===== config.mk =====
export PLATFORM = sky130hd
export DESIGN_NAME = dec
export DESIGN_NICKNAME = d
export VERILOG_FILES = /design/src/rtl/rv_pkg.sv /design/src/rtl/imm_gen.sv /design/src/rtl/dec.sv
export SDC_FILE = /design/constraint.sdc
export NUM_CORES = 1
export LEC_CHECK = 0
export ABC_AREA = 1
export ABC_CLOCK_PERIOD_IN_PS = 2850
export CAP_MARGIN = 10
export CORE_ASPECT_RATIO = 1.2
export CORE_MARGIN = 10
export CORE_UTILIZATION = 28
export CTS_CLUSTER_SIZE = 30
export DETAILED_ROUTE_END_ITERATION = 7
export SYNTH_ARGS = -nofsm -noshare
export SYNTH_HDL_FRONTEND = slang
export SYNTH_SLANG_ARGS = --single-unit

===== constraint.sdc =====
create_clock -name i_clk -period 2.85 [get_ports i_clk]
set_input_delay 0.4275 -clock i_clk [delete_from_list [all_inputs] [get_ports i_clk]]
set_output_delay 0.4275 -clock i_clk [all_outputs]
set_load 0.02 [all_outputs]

===== src/rtl/rv_pkg.sv =====
// Shared RV32I decode constants: opcodes, special instruction words,
// decode-stage FSM states and the ID/EX control bundle.
package rv_pkg;

  localparam logic [6:0] OP     = 7'b0110011;
  localparam logic [6:0] OP_IMM = 7'b0010011;
  localparam logic [6:0] LOAD   = 7'b0000011;
  localparam logic [6:0] STORE  = 7'b0100011;
  localparam logic [6:0] BRANCH = 7'b1100011;
  localparam logic [6:0] JAL    = 7'b1101111;
  localparam logic [6:0] JALR   = 7'b1100111;
  localparam logic [6:0] LUI    = 7'b0110111;
  localparam logic [6:0] AUIPC  = 7'b0010111;
  localparam logic [6:0] SYSTEM = 7'b1110011;

  localparam logic [31:0] EBREAK       = 32'h0010_0073;
  localparam logic [31:0] ECALL        = 32'h0000_0073;
  localparam logic [31:0] NOP_INST_DEF = 32'h0000_0033;

  typedef enum logic {
    RUN  = 1'b0,
    HALT = 1'b1
  } state_e;

  typedef struct packed {
    logic       branch;
    logic       jal;
    logic       jalr;
    logic       mem_read;
    logic       mem_write;
    logic       reg_wen;
    logic       lui;
    logic       auipc;
    logic       alu_src;
    logic       sub_sra;
    logic [2:0] opsel;
  } ctrl_t;

  localparam ctrl_t CTRL_NONE = ctrl_t'(13'h0000);

  // Formats that actually read rs1 (R, I, S, B, JALR)
  function automatic logic uses_rs1(input logic [6:0] op);
    logic u;
    case (op)
      OP, OP_IMM, LOAD, STORE, BRANCH, JALR: u = 1'b1;
      default:                               u = 1'b0;
    endcase
    return u;
  endfunction

  // Formats that actually read rs2 (R, S, B)
  function automatic logic uses_rs2(input logic [6:0] op);
    logic u;
    case (op)
      OP, STORE, BRANCH: u = 1'b1;
      default:           u = 1'b0;
    endcase
    return u;
  endfunction

endpackage


===== src/rtl/imm_gen.sv =====
// Immediate generator: selects the instruction format from the opcode and
// returns the sign-extended immediate plus a flag for a recognised format.
module imm_gen
  import rv_pkg::*;
(
  input  logic [31:0] inst,
  output logic [31:0] imm,
  output logic        fmt_vld
);

  // Format select and immediate assembly
  always_comb begin
    imm     = 32'h0000_0000;
    fmt_vld = 1'b1;
    case (inst[6:0])
      OP:                          imm = 32'h0000_0000;
      OP_IMM, LOAD, JALR, SYSTEM:  imm = {{20{inst[31]}}, inst[31:20]};
      STORE:                       imm = {{20{inst[31]}}, inst[31:25], inst[11:7]};
      BRANCH:                      imm = {{19{inst[31]}}, inst[31], inst[7], inst[30:25], inst[11:8], 1'b0};
      LUI, AUIPC:                  imm = {inst[31:12], 12'h000};
      JAL:                         imm = {{11{inst[31]}}, inst[31], inst[19:12], inst[20], inst[30:21], 1'b0};
      default: begin
        imm     = 32'h0000_0000;
        fmt_vld = 1'b0;
      end
    endcase
  end

endmodule


===== src/rtl/dec.sv =====
// RV32I decode stage: field decode, register read with WB bypass, load-use
// stall, ebreak/illegal halt FSM and the ID/EX pipeline register.
module dec
  import rv_pkg::*;
#(
  parameter logic [31:0] NOP_INST  = NOP_INST_DEF,
  parameter int          WB_BYPASS = 1
) (
  input  logic        i_clk,
  input  logic        i_rst,
  input  logic [31:0] i_inst,
  input  logic [31:0] i_pc,
  input  logic [31:0] i_nxt_pc,
  input  logic        i_vld,
  input  logic        i_flush,
  output logic [4:0]  o_rs1_raddr,
  output logic [4:0]  o_rs2_raddr,
  input  logic [31:0] i_rs1_rdata,
  input  logic [31:0] i_rs2_rdata,
  input  logic [4:0]  i_ex_rd,
  input  logic        i_ex_mem_read,
  input  logic [4:0]  i_wb_rd,
  input  logic        i_wb_wen,
  input  logic [31:0] i_wb_data,
  output logic        o_hold,
  output logic        o_halt,
  output logic [31:0] o_pc,
  output logic [31:0] o_nxt_pc,
  output logic [31:0] o_rs1_rdata,
  output logic [31:0] o_rs2_rdata,
  output logic [31:0] o_imm,
  output logic [4:0]  o_rd,
  output logic [2:0]  o_opsel,
  output logic        o_sub_sra,
  output logic        o_alu_src,
  output logic        o_branch,
  output logic        o_jal,
  output logic        o_jalr,
  output logic        o_mem_read,
  output logic        o_mem_write,
  output logic        o_reg_wen,
  output logic        o_lui,
  output logic        o_auipc,
  output logic [31:0] o_inst,
  output logic        o_vld
);

  logic [6:0]  opcode_s;
  logic [2:0]  funct3_s;
  logic [6:0]  funct7_s;
  logic [4:0]  rs1_s, rs2_s, rd_s;
  logic [31:0] imm_s;
  logic        fmt_vld_s;
  logic        legal_s, halt_req_s, hold_s;
  logic        issue_s, halt_take_s;
  logic [31:0] rs1_val_s, rs2_val_s;
  ctrl_t       ctrl_s;
  state_e      state_r, state_nxt_s;

  logic        halt_r, vld_r;
  ctrl_t       ctrl_r;
  logic [4:0]  rd_r;
  logic [31:0] inst_r, pc_r, nxt_pc_r, rs1_r, rs2_r, imm_r;

  assign opcode_s    = i_inst[6:0];
  assign funct3_s    = i_inst[14:12];
  assign funct7_s    = i_inst[31:25];
  assign rs1_s       = i_inst[19:15];
  assign rs2_s       = i_inst[24:20];
  assign rd_s        = i_inst[11:7];
  assign o_rs1_raddr = rs1_s;
  assign o_rs2_raddr = rs2_s;

  imm_gen u_imm_gen (
    .inst    (i_inst),
    .imm     (imm_s),
    .fmt_vld (fmt_vld_s)
  );

  // Operand read: x0 forced to zero, same-cycle WB write wins over the stale regfile
  always_comb begin
    if (rs1_s == 5'd0) begin
      rs1_val_s = 32'h0000_0000;
    end else if ((WB_BYPASS != 0) && i_wb_wen && (i_wb_rd == rs1_s)) begin
      rs1_val_s = i_wb_data;
    end else begin
      rs1_val_s = i_rs1_rdata;
    end
    if (rs2_s == 5'd0) begin
      rs2_val_s = 32'h0000_0000;
    end else if ((WB_BYPASS != 0) && i_wb_wen && (i_wb_rd == rs2_s)) begin
      rs2_val_s = i_wb_data;
    end else begin
      rs2_val_s = i_rs2_rdata;
    end
  end

  // Control decode and legality check per opcode
  always_comb begin
    ctrl_s  = CTRL_NONE;
    legal_s = 1'b1;
    case (opcode_s)
      OP: begin
        ctrl_s.reg_wen = 1'b1;
        ctrl_s.opsel   = funct3_s;
        ctrl_s.sub_sra = funct7_s[5];
        legal_s = (funct7_s == 7'h00) ||
                  ((funct7_s == 7'h20) && ((funct3_s == 3'd0) || (funct3_s == 3'd5)));
      end
      OP_IMM: begin
        ctrl_s.reg_wen = 1'b1;
        ctrl_s.alu_src = 1'b1;
        ctrl_s.opsel   = funct3_s;
        if (funct3_s == 3'd1) begin
          legal_s = (funct7_s == 7'h00);
        end else if (funct3_s == 3'd5) begin
          legal_s        = (funct7_s == 7'h00) || (funct7_s == 7'h20);
          ctrl_s.sub_sra = funct7_s[5];
        end else begin
          legal_s = 1'b1;
        end
      end
      LOAD: begin
        ctrl_s.mem_read = 1'b1;
        ctrl_s.reg_wen  = 1'b1;
        ctrl_s.alu_src  = 1'b1;
        ctrl_s.opsel    = funct3_s;
        legal_s = (funct3_s != 3'd3) && (funct3_s != 3'd6) && (funct3_s != 3'd7);
      end
      STORE: begin
        ctrl_s.mem_write = 1'b1;
        ctrl_s.alu_src   = 1'b1;
        ctrl_s.opsel     = funct3_s;
        legal_s = (funct3_s < 3'd3);
      end
      BRANCH: begin
        ctrl_s.branch = 1'b1;
        ctrl_s.opsel  = funct3_s;
        legal_s = (funct3_s != 3'd2) && (funct3_s != 3'd3);
      end
      JAL: begin
        ctrl_s.jal     = 1'b1;
        ctrl_s.reg_wen = 1'b1;
      end
      JALR: begin
        ctrl_s.jalr    = 1'b1;
        ctrl_s.reg_wen = 1'b1;
        ctrl_s.alu_src = 1'b1;
        ctrl_s.opsel   = funct3_s;
        legal_s = (funct3_s == 3'd0);
      end
      LUI: begin
        ctrl_s.lui     = 1'b1;
        ctrl_s.reg_wen = 1'b1;
        ctrl_s.alu_src = 1'b1;
      end
      AUIPC: begin
        ctrl_s.auipc   = 1'b1;
        ctrl_s.reg_wen = 1'b1;
        ctrl_s.alu_src = 1'b1;
      end
      SYSTEM: begin
        // ecall passes through as a no-op; ebreak and any CSR form halt
        if (i_inst == EBREAK) begin
          legal_s = 1'b0;
        end else if (i_inst == ECALL) begin
          legal_s = 1'b1;
        end else begin
          legal_s = 1'b0;
        end
      end
      default: legal_s = 1'b0;
    endcase
  end

  assign halt_req_s = ~legal_s | ~fmt_vld_s;

  assign hold_s = i_vld & i_ex_mem_read & (i_ex_rd != 5'd0) &
                  ((uses_rs1(opcode_s) & (rs1_s == i_ex_rd)) |
                   (uses_rs2(opcode_s) & (rs2_s == i_ex_rd))) &
                  (state_r == RUN) & ~i_flush;
  assign o_hold = hold_s;

  // Issue decision and next FSM state: flush > halt > hold > decode
  always_comb begin
    state_nxt_s = state_r;
    issue_s     = 1'b0;
    halt_take_s = 1'b0;
    if (i_flush) begin
      state_nxt_s = state_r;
    end else if (state_r == HALT) begin
      state_nxt_s = HALT;
    end else if (hold_s || !i_vld) begin
      state_nxt_s = RUN;
    end else begin
      issue_s = 1'b1;
      if (halt_req_s) begin
        halt_take_s = 1'b1;
        state_nxt_s = HALT;
      end else begin
        state_nxt_s = RUN;
      end
    end
  end

  // FSM state and ID/EX pipeline register
  always_ff @(posedge i_clk) begin
    if (i_rst) begin
      state_r  <= RUN;
      halt_r   <= 1'b0;
      vld_r    <= 1'b0;
      ctrl_r   <= CTRL_NONE;
      rd_r     <= 5'd0;
      inst_r   <= NOP_INST;
      pc_r     <= 32'h0000_0000;
      nxt_pc_r <= 32'h0000_0000;
      rs1_r    <= 32'h0000_0000;
      rs2_r    <= 32'h0000_0000;
      imm_r    <= 32'h0000_0000;
    end else begin
      state_r  <= state_nxt_s;
      halt_r   <= (state_nxt_s == HALT);
      pc_r     <= i_pc;
      nxt_pc_r <= i_nxt_pc;
      rs1_r    <= rs1_val_s;
      rs2_r    <= rs2_val_s;
      imm_r    <= imm_s;
      if (issue_s) begin
        vld_r  <= 1'b1;
        inst_r <= i_inst;
        ctrl_r <= halt_take_s ? CTRL_NONE : ctrl_s;
        rd_r   <= (halt_take_s || !ctrl_s.reg_wen) ? 5'd0 : rd_s;
      end else begin
        vld_r  <= 1'b0;
        inst_r <= NOP_INST;
        ctrl_r <= CTRL_NONE;
        rd_r   <= 5'd0;
      end
    end
  end

  assign o_halt      = halt_r;
  assign o_vld       = vld_r;
  assign o_inst      = inst_r;
  assign o_rd        = rd_r;
  assign o_pc        = pc_r;
  assign o_nxt_pc    = nxt_pc_r;
  assign o_rs1_rdata = rs1_r;
  assign o_rs2_rdata = rs2_r;
  assign o_imm       = imm_r;
  assign o_opsel     = ctrl_r.opsel;
  assign o_sub_sra   = ctrl_r.sub_sra;
  assign o_alu_src   = ctrl_r.alu_src;
  assign o_branch    = ctrl_r.branch;
  assign o_jal       = ctrl_r.jal;
  assign o_jalr      = ctrl_r.jalr;
  assign o_mem_read  = ctrl_r.mem_read;
  assign o_mem_write = ctrl_r.mem_write;
  assign o_reg_wen   = ctrl_r.reg_wen;
  assign o_lui       = ctrl_r.lui;
  assign o_auipc     = ctrl_r.auipc;

endmodule


Yosys cells after proc, flatten, opt, wreduce, memory -nomap -nowiden
Cells that the tools add are included.
{ "word_totals": {"ff_bits": 212, "input_bits": 208, "output_inout_bits": 223} }
{ "classes": {"magnitude_cmp": 1, "eq_ne": 23, "muxes": 32, "n_bitwise": 15, "n_reduce_logical": 32} }
{ "op_table": {"columns": ["cell", "count"], "rows": [
  ["case mux 32 bit (5 select lines)", 1],
  ["2-to-1 mux 32 bit", 2],
  ["equality test 32 x 21 -> 1 bit (second input constant)", 1],
  ["equality test 32 x 7 -> 1 bit (second input constant)", 1],
  ["equality test 7 x 6 -> 1 bit (second input constant)", 4],
  ["equality test 7 bit (second input constant)", 4],
  ["2-to-1 mux 1 bit", 27],
  ["equality test 5 bit", 4],
  ["equality test 7 x 5 -> 1 bit (second input constant)", 2],
  ["OR reduction 3 bit", 4],
  ["OR reduction 6 bit", 2],
  ["logical NOT 5 bit", 2],
  ["OR reduction 10 bit", 1],
  ["case mux 1 bit (8 select lines)", 1],
  ["OR reduction 2 bit", 4],
  ["OR reduction 4 bit", 2],
  ["bitwise AND 1 bit", 7],
  ["equality test 7 x 2 -> 1 bit (second input constant)", 1],
  ["logical NOT 7 bit", 1],
  ["OR reduction 7 bit", 1],
  ["logical AND 1 bit", 6],
  ["inequality test 3 x 2 -> 1 bit (second input constant)", 2],
  ["inequality test 3 bit (second input constant)", 2],
  ["NOT 1 bit", 6],
  ["other kinds (9)", 15]
]} }

Longest topological paths before layout
Gate-level depths: netlist (run 1).
{ "logic_depth": {"word_depth": 14, "ltp_mapped": 13, "ltp_nobuf": 13} }

Cells and area by module
A second synthesis (run 1) with hierarchy kept.
{ "unflattened": {"cells_unflattened": 1080, "area_unflattened_um2": 8081.5} }
{ "by_module_without_submodules": {"columns": ["module", "n_inst", "cells_per_inst", "area_each_um2", "seq_area_each_um2"], "rows": [
  ["dec", 1, 904, 7312.0, 4244.1],
  ["imm_gen", 1, 176, 769.5, 0.0]
]} }

Least setup slack after synthesis (run 1)
Ideal clock, no wire load.
{ "synth_timing": {"kind": "input to output", "startpoint": "input port i_inst[3]", "endpoint": "output port o_hold", "t_arrival_ns": 1.254, "path_slack_ns": 1.169, "cell_stages": 9, "path_buffers": 0, "cell_sequence": "inv_1 nand2_1 nor2_1 nand2_2 nand3_2 nand2_1 nand2_2 nand2_2 inv_1"} }
{ "synth_via": {"elab_chain_cells": 8} }
{ "synth_rtl": {"columns": ["item", "line", "text"], "rows": [
  ["start, declared", "dec.sv:11", "input logic [31:0] i_inst,"],
  ["equality test 7 x 6 -> 1 bit (tied with other cells)", "rv_pkg.sv:44, rv_pkg.sv:54", null],
  ["OR reduction 6 bit (no line) or OR reduction 3 bit (tied branches)", null, null],
  ["2-to-1 mux 1 bit (on tied branches)", "rv_pkg.sv:44, rv_pkg.sv:54", null],
  ["bitwise AND 1 bit (on tied branches)", "dec.sv:179, dec.sv:180", null],
  ["OR 1 bit *", "dec.sv:179", "((uses_rs1(opcode_s) & (rs1_s == i_ex_rd)) |"],
  ["bitwise AND 1 bit *", "dec.sv:178", "assign hold_s = i_vld & i_ex_mem_read & (i_ex_rd != 5'd0) &"],
  ["bitwise AND 1 bit *", "dec.sv:180", "(uses_rs2(opcode_s) & (rs2_s == i_ex_rd))) &"],
  ["bitwise AND 1 bit *", "dec.sv:181", "(state_r == RUN) & ~i_flush;"],
  ["end, declared", "dec.sv:25", "output logic o_hold,"]
]} }
Mark *: on every way between the ends. The rest lies on a longest branch, timed or not.

Worst setup path after layout (run 1)
{ "layout_timing": {"startpoint": "input port i_inst[5]", "endpoint": "output port o_hold"} }
Same word-level chain as after synthesis.

==> summary.md, run 1 <==
| Metric | Value |
|---|---|
| Sum Neg Setup Slack | 0 ns |
| Netlist cell types | 30 |
| Cell with the most instances after synthesis | dfxtp_1 |
| Critical R2R Launch | o_halt$_SDFFE_PP0N_ |
| Crit share post-route | 0.865 |
| Final Routed Wirelength | 34.8 mm |
| Post-synthesis register bit count | 212 |
| RSZ-0062 raised after global routing | no |
| Longest Clk Path Bufs | 3 |
| DRT Pass-1 Iters | 5 |
| LEAKAGE | 5.69 nW |
| Util after Layout | 0.499 |
| Max-Cap Viols | 0 |
| CTS H-tree depth | 1 |
| WS Path Type | primary input to output pin |
| Post-synth top cells | 212 x dfxtp_1, 159 x nand2_1, 145 x nor2_1, 120 x inv_1, 92 x a21oi_1 |
| Initial Util | 0.286 |
| DRC | 0 |
| Final Max Tran Viols | 0 |
| WP data arrival | 2.04 ns |
| Top cells by area, synth | dfxtp_1 56%, nand2_1 7.9%, nor2_1 7.2% |
| Hold Vio Cnt, Final | 0 |
| Relative slew slack | 0.569 |
| CTS tree | done |
| First-pass GRT wire length | 49.3 mm |
| Total number of vias | slightly below 8000 |
| Ys flop type | dfxtp_1 |
| Core area | 0.0264 mm^2 |
| Clk Latency, worst-skew pair | 0.52 ns |
| Share of layout cells above drive strength 1 | 0.0873 |
| Number of synthesized flops with an enable pin | 0 |
| Yosys warns | 0 |
| Pin count of the biggest net entering global routing | 60 |
| Clk root buf | clkbuf_16 |
| HP Class | primary input to flip-flop |
| Die X | about 170 um |
| Status | finished clean |
| Core Rows | 65 |
| Crit Path Max Fanout | 6 |
| Hold_ws | 0.295 ns |
| Cell Area, Synth | 0.00756 mm^2 |
| Worst-path clk slew | 0.06 ns |
| DR vias/cell | around 4.5 |
| Worst Hold Launch | i_rst |
| Syn avg cell area | 8.13 um^2 |
| Gr usage total | 0.192 |
| Fmax achieved | just over 0.4 GHz |
| Final net count | ~1600 |
| Top Ports | 431 |
| IO Port Bufs | 430 |
| Placer congestion estimate | 0.905 |
| Critical Path Start | i_inst[5] |
| Clock sinks | between 200 and 250 |
| Req. time, crit path | 2.42 ns |
| Tmin final | 2.46 ns |
| Post-CTS setup buffers | 0 |
| Setup crit start kind | primary input |
| Initial antenna violation count | 5 |
| Net count after synthesis | 1137 |
| Die Span Y | 200 um |
| Number of global-route vias before repair | 7647 |
| WL per Instance | just over 20 um |
| DPL Wire Length | 27.6 mm |
| Total CTS buffers | 24 |
| Worst Skew | 0.00865 ns |
| Worst-Margin Slew | 0.646 ns |
| Power per cell area | between 500 and 600 mW/mm^2 |
| Placed cells | 1678 |
| Crit path capture type | output pin |
| Area growth syn-to-layout | 74.7% |
| Fraction of registers with async set or reset after synthesis | 0 |
| DIE AREA | roughly 0.034 mm^2 |
| Post-Layout Cell Count | ~1700 |
| Setup Viol. Count Final | 0 |
| Remaining global-route overflow | 0 |
| Worst VDD drop | between 0.3 and 0.4 mV |
| Cells after Synth | 929 |
| Yosys top cell by area | dfxtp_1 |
| Seq/Total Area, Yosys | 0.562 |
| Post-synth top area share | 0.562 |
| Iteration-0 DRC Markers | 428 |
| Post-route ant nets | 0 |
## report_power, final
part           switching, mW  total [mW]  leakage [nW]  internal [mW]
registers             0.0319        3.12          1.75           3.09
logic                  0.609        1.19          3.54          0.585
clock network           1.27        3.23         0.401           1.96
total                   1.91        7.54          5.69           5.63
## layer usage
| layer | part of all wire | global-route usage | up-vias |
|---|---|---|---|
| met5 | 0.0016 | 0 | - |
| met4 | 0.025 | 0.0602 | 6 |
| met3 | 0.091 | 0.0633 | 47 |
| met2 | 0.51 | 0.343 | 337 |
| met1 | 0.37 | 0.210 | 3536 |
| li1 | - | - | 3814 |
## placed cells by master (no fill, tap or decap), types with 2 or more instances in the layout
| master | n |
|---|---|
| nand2_2 | 6 |
| clkbuf_8 | 5 |
| clkbuf_16 | 24 |
| clkinvlp_4 | 2 |
| clkdlybuf4s50_1 | 428 |
| nand4_1 | 69 |
| a22oi_1 | 5 |
| o21ai_0 | 5 |
| nor3_1 | 6 |
| a21oi_2 | 4 |
| clkinv_2 | 2 |
| nand3b_1 | 2 |
| dfxtp_1 | 212 |
| nand2_1 | 159 |
| nor2_2 | 3 |
| inv_2 | 8 |
| nand3_2 | 3 |
| buf_4 | 36 |
| bufinv_16 | 3 |
| nor2_4 | 11 |
| diode_2 | 3 |
| o22ai_1 | 6 |
| nand3_1 | 11 |
| a21oi_1 | 88 |
| nor2_1 | 143 |
| or2_2 | 3 |
| xnor2_1 | 3 |
| clkbuf_1 | 5 |
| inv_1 | 120 |
| buf_12 | 4 |
| nand2_4 | 2 |
## worst paths after layout
path,endpoint,cells after the start,slack [ns]
max,o_hold,10,0.39
min,o_pc[17]$_SDFF_PP0_,2,0.30
max reg2reg,o_inst[19]$_SDFF_PP0_,7,1.27
min reg2reg,o_halt$_SDFFE_PP0N_,2,0.50
## logic make-up (layout without fill, tap and decap cells)
logic type             Yosys count  after routing  synth area share
flip-flops                     212            212             0.562
buffers and inverters          183            640             0.101
AO/OA/AOI/OAI                  111            111            0.0773
AND/OR/NAND/NOR                420            420             0.257
XOR/XNOR                         3              3           0.00348
other                            0              3                 0
## worst max-delay path: stages
cell and delay (ns):
clkdlybuf4s50_1 0.59, nand2_2 0.14, nor2_4 0.16, nand2_1 0.11, nand3_2 0.10, nand2_1 0.06
nand2_2 0.08, nand2_2 0.08, inv_1 0.06, dlymetal6s2s_1 0.23
## metrics by stage
| stage | total power [mW] | setup WS, ns | cell area, um^2 |
|---|---|---|---|
| final | 7.54 | 0.385 | 13200 |
| after detailed placement | 4.38 | 0.0246 | 12400 |
| after CTS | 7.65 | 0.0206 | 13200 |
| after floorplan | 3.64 | 1.17 | 7560 |
| after global routing | 7.83 | 0.288 | 13200 |
| after global placement | 4.38 | 0.0705 | 12400 |
## state kept, by name (all words and copies together) (netlist names)
name and cells:
o_sub_sra 1, o_branch 1, o_rs1_rdata 32, o_nxt_pc 32
o_imm 32, o_mem_read 1, o_pc 32, o_rd 5
o_opsel 3, o_reg_wen 1, o_alu_src 1, o_rs2_rdata 32
o_jal 1, o_vld 1, o_lui 1, o_jalr 1
o_inst 32, o_mem_write 1, o_auipc 1, o_halt 1
## final cells by class
cell class	count	area [um^2]
Clock inverter	9	143
Sequential cell	212	4240
Timing Repair Buffer	469	4650
Fill cell	2507	13200
Antenna cell	3	7.51
Inverter	128	480
Multi-Input combinational cell	534	2570
Clock buffer	34	688
Tap cell	335	419
## repair_timing
action                     CTS  global route
setup endpoints to repair    0             1
hold buffers                 0             0
gates resized for setup      0             1
Note: power is estimated with default switching activity, not from simulation.
==> run 2, diff against run 1 <==
--- a/config.mk
+++ b/config.mk
@@ -13,6 +13,7 @@
 export CORE_UTILIZATION = 28
 export CTS_CLUSTER_SIZE = 30
 export DETAILED_ROUTE_END_ITERATION = 7
+export RECOVER_POWER = 100
 export SYNTH_ARGS = -nofsm -noshare
 export SYNTH_HDL_FRONTEND = slang
 export SYNTH_SLANG_ARGS = --single-unit
==> summary.md, run 2 (synthesis results as in run 1) <==
| Metric | Value |
|---|---|
| CTS H-tree depth | 1 (unchanged) |
| Die X | 170 um (unchanged) |
| Area growth syn-to-layout | 73.3% (was 74.7%) |
| Setup crit start kind | primary input (unchanged) |
| WL per Instance | 20.1 um (was 20.2 um) |
| Clk root buf | clkbuf_16 (unchanged) |
| IO Port Bufs | 430 (unchanged) |
| Sw power | 1.89 mW (was 1.91 mW) |
| WP depth | 3 (was 10) |
| DR vias/cell | 4.51 (was 4.49) |
| Crit Path Max Fanout | 5 (was 6) |
| Commonest non-fill, non-tap cell in the layout | dlygate4sd3_1 (was clkdlybuf4s50_1) |
| Number of global-route vias before repair | 7647 (unchanged) |
| CTS tree | done (unchanged) |
| Status | finished clean (unchanged) |
| Sw frac | 0.254 (was 0.253) |
| Tmin final | 2.68 ns (was 2.46 ns) |
| Final Max Tran Viols | 0 (unchanged) |
| WS Path Type | primary input to output pin (unchanged) |
| Gr usage total | 0.192 (unchanged) |
| Worst path slowest cell | dlygate4sd3_1 (was clkdlybuf4s50_1) |
| Clk pwr share | 0.432 (was 0.428) |
| Pin count of the biggest net entering global routing | 60 (unchanged) |
| First-pass GRT wire length | 49.3 mm (unchanged) |
| CP max stage delay | 0.77 ns (was 0.59 ns) |
| Core Rows | 65 (unchanged) |
| DRC | 0 (unchanged) |
| Clk Latency, worst-skew pair | 0.52 ns (about the same) |
| Req. time, crit path | 2.42 ns (about the same) |
| Worst r2r path cells | 8 (was 7) |
| Longest Clk Path Bufs | 3 (unchanged) |
| Iteration-0 DRC Markers | 418 (was 428) |
| Final net count | 1577 (unchanged) |
| Sum Neg Setup Slack | 0 ns (unchanged) |
| Clock sinks | 212 (unchanged) |
| Worst-path clk slew | 0.06 ns (about the same) |
| Core area | 0.0264 mm^2 (unchanged) |
| Die Span Y | 200 um (unchanged) |
| Area occupied by multi-input gates | 0.00249 mm^2 (was 0.00257 mm^2) |
| Worst Skew | 0.00833 ns (was 0.00865 ns) |
| Worst-Margin Slew | 1.28 ns (was 0.646 ns) |
| Top cell by count, worst path | dlygate4sd3_1 (was nand2_2) |
| Max-Cap Viols | 0 (unchanged) |
| Share of layout cells above drive strength 1 | 0.0729 (was 0.0873) |
| Crit share post-route | 0.941 (was 0.865) |
| Total number of vias | 7777 (was 7740) |
| LEAKAGE | 6.18 nW (was 5.69 nW) |
| Buf+Inv Stages, Crit Path | 3 (unchanged) |
| Sequential fraction of design power | 0.417 (was 0.413) |
| Fmax achieved | 0.373 GHz (was 0.406 GHz) |
| Power per cell area | 570 mW/mm^2 (was 571 mW/mm^2) |
| DPL Wire Length | 27.6 mm (unchanged) |
| Fillcell total | 2531 (was 2507) |
| Initial Util | 0.286 (unchanged) |
| Initial antenna violation count | 5 (unchanged) |
| Critical path's top delay family | buffers and inverters (unchanged) |
| Worst VDD drop | 0.371 mV (was 0.373 mV) |
| Final Routed Wirelength | 34.7 mm (was 34.8 mm) |
| Combinational share of power | 0.151 (was 0.158) |
| DRT Pass-1 Iters | 5 (unchanged) |
| Placer congestion estimate | 0.905 (unchanged) |
| Crit path capture type | output pin (unchanged) |
| WP data arrival | 2.26 ns (was 2.04 ns) |
| DIE AREA | 0.0340 mm^2 (unchanged) |
| Post-route ant nets | 0 (unchanged) |
| Top Ports | 431 (unchanged) |
| Most frequent cells in the layout | 256 x dlygate4sd3_1, 212 x dfxtp_1, 172 x clkdlybuf4s50_1 (was 428 x clkdlybuf4s50_1, 212 x dfxtp_1, 159 x nand2_1) |
| RSZ-0062 raised after global routing | no (unchanged) |
| Worst-path cell chain | dlygate4sd3_1, clkbuf_1, dlygate4sd3_1 (was clkdlybuf4s50_1, nand2_2, nor2_4, nand2_1, nand3_2, nand2_1, nand2_2, nand2_2, inv_1, dlymetal6s2s_1) |
| HP Class | primary input to flip-flop (unchanged) |
| Post-Layout Cell Count | 1724 (unchanged) |
| Register Area | 0.00424 mm^2 (unchanged) |
| Setup Viol. Count Final | 0 (unchanged) |
| Remaining global-route overflow | 0 (unchanged) |
| WHS Path Cells | 3 (was 2) |
| Hold Vio Cnt, Final | 0 (unchanged) |
| Placed cells | 1678 (unchanged) |
| Internal | 5.57 mW (was 5.63 mW) |
| Total CTS buffers | 24 (unchanged) |
| Relative slew slack | 0.145 (was 0.569) |
run 2: layout make-up:
class                   count  area share
inverters                 128      0.0367
clock inverters             9      0.0109
flip-flops and latches    212       0.324
clock buffers              34      0.0526
well taps                 335      0.0320
diodes                      3    0.000573
repair buffers            469       0.353
multi-input cells         534       0.190
run 2: through the flow:
| stage | util | worst slack [ns] | cell area, um^2 | hold slack (ns) | power (mW) |
|---|---|---|---|---|---|
| 2_1_floorplan | - | 1.17 | 7560 | 0.525 | 3.64 |
| 3_3_place_gp | 0.468 | 0.0705 | 12400 | 0.491 | 4.38 |
| 3_5_place_dp | 0.468 | 0.0246 | 12400 | 0.492 | 4.38 |
| 4_1_cts | 0.499 | 0.0206 | 13200 | 0.278 | 7.65 |
| 5_1_grt | 0.495 | 0.160 | 13100 | 0.407 | 7.76 |
| 6_report | 0.495 | 0.167 | 13100 | 0.418 | 7.46 |
run 2: power by group through the flow:
| stage | clock [mW] | sequential [mW] | combinational, mW |
|---|---|---|---|
| final | 3.23 | 3.11 | 1.12 |
| after global routing | 3.44 | 3.12 | 1.20 |
| after CTS | 3.33 | 3.12 | 1.21 |
| after detailed placement | 0 | 3.19 | 1.20 |
| after global placement | 0 | 3.18 | 1.20 |
| after floorplan | 0 | 3.34 | 0.294 |
run 2: worst paths after layout:
path,slack [ns],start,end
setup / recovery,0.17,i_inst[16],o_rs1_raddr[1]
hold / removal,0.42,i_pc[29],o_pc[29]$_SDFF_PP0_
setup reg to reg,0.83,o_halt$_SDFFE_PP0N_,o_opsel[0]$_SDFF_PP0_
hold reg to reg,0.51,o_halt$_SDFFE_PP0N_,o_halt$_SDFFE_PP0N_
run 2: tightest hold or removal path: stages:
cell and delay, ns:
clkdlybuf4s50_1 0.39, inv_1 0.05, nor2_1 0.03
run 2: per-layer routing:
layer	global-route usage	routed length, um	vias up
met2	0.343	17700	335
met4	0.0602	908	6
met5	0	54	-
met3	0.0633	3040	53
li1	-	-	3813
met1	0.210	13000	3570
run 2: what timing repair did:
action / 4_1_cts / 5_1_grt
gates resized for setup: 0 / 1
buffers inserted: 0 / 0
hold buffers: 0 / 0
setup endpoints to repair: 0 / 1
==> run 3, diff against run 2 <==
--- a/config.mk
+++ b/config.mk
@@ -5,7 +5,7 @@
 export SDC_FILE = /design/constraint.sdc
 export NUM_CORES = 1
 export LEC_CHECK = 0
-export ABC_AREA = 1
+export ABC_AREA = 0
 export ABC_CLOCK_PERIOD_IN_PS = 2850
 export CAP_MARGIN = 10
 export CORE_ASPECT_RATIO = 1.2
==> summary.md, run 3 <==
| Metric | Value |
|---|---|
| Cell with the most instances after synthesis | dfxtp_1 (unchanged) |
| Hold_ws | 0.369 ns (was 0.418 ns) |
| Critical Path Start | i_ex_rd[1] (was i_inst[16]) |
| Final worst setup slack | 0.154 ns (was 0.167 ns) |
| Core Rows | 64 (was 65) |
| Yosys top cell by area | dfxtp_1 (unchanged) |
| Final net count | 1351 (was 1577) |
| Ys flop type | dfxtp_1 (unchanged) |
| Util after Layout | 0.504 (was 0.495) |
| Tmin final | 2.70 ns (was 2.68 ns) |
| Net count after synthesis | 889 (was 1137) |
| Final Routed Wirelength | 31.4 mm (was 34.7 mm) |
| Crit path capture type | output pin (unchanged) |
| R2R Setup Slk | 0.66 ns (was 0.83 ns) |
| Setup crit start kind | primary input (unchanged) |
| Worst Skew | 0.00736 ns (was 0.00833 ns) |
| Worst-path cell chain | dlygate4sd3_1, or4_1, o21ai_0, a21oi_1, dlygate4sd2_1 (was dlygate4sd3_1, clkbuf_1, dlygate4sd3_1) |
| Netlist cell types | 56 (was 30) |
| Req. time, crit path | 2.42 ns (about the same) |
| Clock sinks | 212 (unchanged) |
| Pwr Total | 7.13 mW (was 7.46 mW) |
| Seq/Total Area, Yosys | 0.580 (was 0.562) |
| Placed cells | 1447 (was 1678) |
| Worst r2r path cells | 8 (unchanged) |
| WS Path Type | primary input to output pin (unchanged) |
| Initial Util | 0.286 (about the same) |
| Top cells by area, synth | dfxtp_1 58%, mux2i_1 9.3%, nor2b_1 5.6% (was dfxtp_1 56%, nand2_1 7.9%, nor2_1 7.2%) |
| Yosys warns | 0 (unchanged) |
| Share of layout cells above drive strength 1 | 0.0863 (was 0.0729) |
| DRT Pass-1 Iters | 4 (was 5) |
| Status | finished clean (unchanged) |
| WL per Instance | 21.1 um (was 20.1 um) |
| Most frequent cells in the layout | 223 x dlygate4sd3_1, 212 x dfxtp_1, 205 x clkdlybuf4s50_1 (was 256 x dlygate4sd3_1, 212 x dfxtp_1, 172 x clkdlybuf4s50_1) |
| Area growth syn-to-layout | 76.5% (was 73.3%) |
| Crit Path Max Fanout | 3 (was 5) |
| Top Ports | 431 (unchanged) |
| Max-Cap Viols | 0 (unchanged) |
| CTS H-tree depth | 1 (unchanged) |
| First-pass GRT wire length | 46.2 mm (was 49.3 mm) |
| Power per cell area | 552 mW/mm^2 (was 570 mW/mm^2) |
| Cells after Synth | 681 (was 929) |
| Initial antenna violation count | 5 (unchanged) |
| Placed Area | 0.0123 mm^2 (was 0.0124 mm^2) |
| Remaining global-route overflow | 0 (unchanged) |
| Hold Vio Cnt, Final | 0 (unchanged) |
| Finished Cell Area | 0.0129 mm^2 (was 0.0131 mm^2) |
| Total number of vias | 6565 (was 7777) |
| Post-Layout Cell Count | 1489 (was 1724) |
| DRC | 0 (unchanged) |
| IO Port Bufs | 430 (unchanged) |
| DPL Wire Length | 25.5 mm (was 27.6 mm) |
| Worst flop-to-flop path endpoint | o_lui$_SDFF_PP0_ (was o_opsel[0]$_SDFF_PP0_) |
| WP data arrival | 2.27 ns (was 2.26 ns) |
| Fillcell total | 2455 (was 2531) |
| Total CTS buffers | 24 (unchanged) |
| Setup Viol. Count Final | 0 (unchanged) |
| HP Class | primary input to flip-flop (unchanged) |
| Worst-Margin Slew | 1.41 ns (was 1.28 ns) |
| Number of synthesized flops with an enable pin | 0 (unchanged) |
| CP max stage delay | 0.60 ns (was 0.77 ns) |
| Post-synth top cells | 212 x dfxtp_1, 78 x nor2_1, 68 x mux2i_1, 66 x nor2b_1, 32 x and2_1 (was 212 x dfxtp_1, 159 x nand2_1, 145 x nor2_1, 120 x inv_1, 92 x a21oi_1) |
| Relative slew slack | 0.0593 (was 0.145) |
| Placer congestion estimate | 0.892 (was 0.905) |
| Buf+Inv Stages, Crit Path | 2 (was 3) |
| Clk Latency, worst-skew pair | 0.51 ns (was 0.52 ns) |
| Final Max Tran Viols | 0 (unchanged) |
| Worst VDD drop | 0.462 mV (was 0.371 mV) |
| Pin count of the biggest net entering global routing | 70 (was 60) |
| Cell Area, Synth | 0.00732 mm^2 (was 0.00756 mm^2) |
| Post-synthesis register bit count | 212 (unchanged) |
| Clk root buf | clkbuf_16 (unchanged) |
| CTS tree | done (unchanged) |
| Antenna diodes | 0 (was 3) |
| Sum Neg Setup Slack | 0 ns (unchanged) |
| Die X | 168 um (was 170 um) |
| DR vias/cell | 4.41 (was 4.51) |
| WP depth | 5 (was 3) |
| Critical R2R Launch | o_halt$_SDFFE_PP0N_ (unchanged) |
| Pre-CTS setup slack | -0.137 ns (was 0.0246 ns) |
| Longest Clk Path Bufs | 3 (unchanged) |
| Fmax achieved | 0.371 GHz (was 0.373 GHz) |
| DIE AREA | 0.0330 mm^2 (was 0.0340 mm^2) |
| LEAKAGE | 5.43 nW (was 6.18 nW) |
| Post-synth top area share | 0.580 (was 0.562) |
| Worst-path clk slew | 0.06 ns (about the same) |
| Post-route ant nets | 0 (unchanged) |
| Syn avg cell area | 10.7 um^2 (was 8.13 um^2) |
| Die Span Y | 197 um (was 200 um) |
| Crit share post-route | 0.946 (was 0.941) |
| Gr usage total | 0.179 (was 0.192) |
| Iteration-0 DRC Markers | 261 (was 418) |
| Fraction of registers with async set or reset after synthesis | 0 (unchanged) |
| Setup crit end | o_hold (was o_rs1_raddr[1]) |
| Number of global-route vias before repair | 7081 (was 7647) |
| Core area | 0.0256 mm^2 (was 0.0264 mm^2) |
| Commonest non-fill, non-tap cell in the layout | dlygate4sd3_1 (unchanged) |
| RSZ-0062 raised after global routing | no (unchanged) |
| Worst path slowest cell | dlygate4sd3_1 (unchanged) |
| Critical path's top delay family | buffers and inverters (unchanged) |
[run 3: cell count changes after synthesis, sizes merged, moves of 66 or more]
cell,change
nor2b,+66
nand4,-68
a21oi,-79
nand2,-144
mux2i,+68
nor2,-79
inv,-122
[run 3: worst min path at each step]
stage | startpoint | depth (start not counted) | endpoint | slack [ns]
floorplan | i_inst[0] | 1 | o_inst[0]$_SDFF_PP1_ | 0.53
global placement | o_halt$_SDFFE_PP0N_ | 2 | o_halt$_SDFFE_PP0N_ | 0.61
detailed placement | o_halt$_SDFFE_PP0N_ | 2 | o_halt$_SDFFE_PP0N_ | 0.61
CTS | i_rst | 4 | o_rd[3]$_SDFF_PP0_ | 0.33
global route | i_rst | 3 | o_halt$_SDFFE_PP0N_ | 0.37
finish | i_rst | 3 | o_halt$_SDFFE_PP0N_ | 0.37
[run 3: final cells by class]
class	instances	area (um^2)	share of cell area
clock buffer	38	703	0.0545
clock inverter	4	58.8	0.00455
inverter	6	22.5	0.00174
multi-input combinational	410	2760	0.213
sequential	212	4240	0.329
tap	330	413	0.0320
timing repair buffer	489	4720	0.365
[run 3: worst min-delay path: stages]
cell      delay, ns
clkbuf_1       0.10
inv_1          0.17
a32o_1         0.15
[run 3: what timing repair did]
| item | CTS | global route |
|---|---|---|
| buffers inserted | 0 | 0 |
| hold buffers | 0 | 0 |
| gates resized for setup | 1 | 0 |
| endpoints found under the setup margin | 1 | 0 |
[run 3: kinds of logic after synthesis]
| kind of cell | count (synthesis) | share of synthesized area |
|---|---|---|
| AND/OR/NAND/NOR | 255 | 0.191 |
| flip-flops | 212 | 0.580 |
| multiplexers | 68 | 0.0930 |
| AO/OA/AOI/OAI | 66 | 0.0686 |
| buffers and inverters | 59 | 0.0419 |
| XOR/XNOR | 21 | 0.0251 |
[run 3: routing by layer]
layer,GRT usage,share of wire,wire length (um),vias to the layer above
met2,0.310,0.48,15100,352
met4,0.0349,0.012,386,6
met5,0,0.0013,41,-
met1,0.191,0.37,11700,2984
met3,0.0959,0.13,4150,40
li1,-,-,-,3183
[run 3: report_power, final]
part / internal, mW / leakage, nW / total (mW) / switching [mW]
logic: 0.551 / 3.31 / 1.04 / 0.488
clock network: 1.77 / 0.367 / 2.98 / 1.21
registers: 3.08 / 1.75 / 3.11 / 0.0263
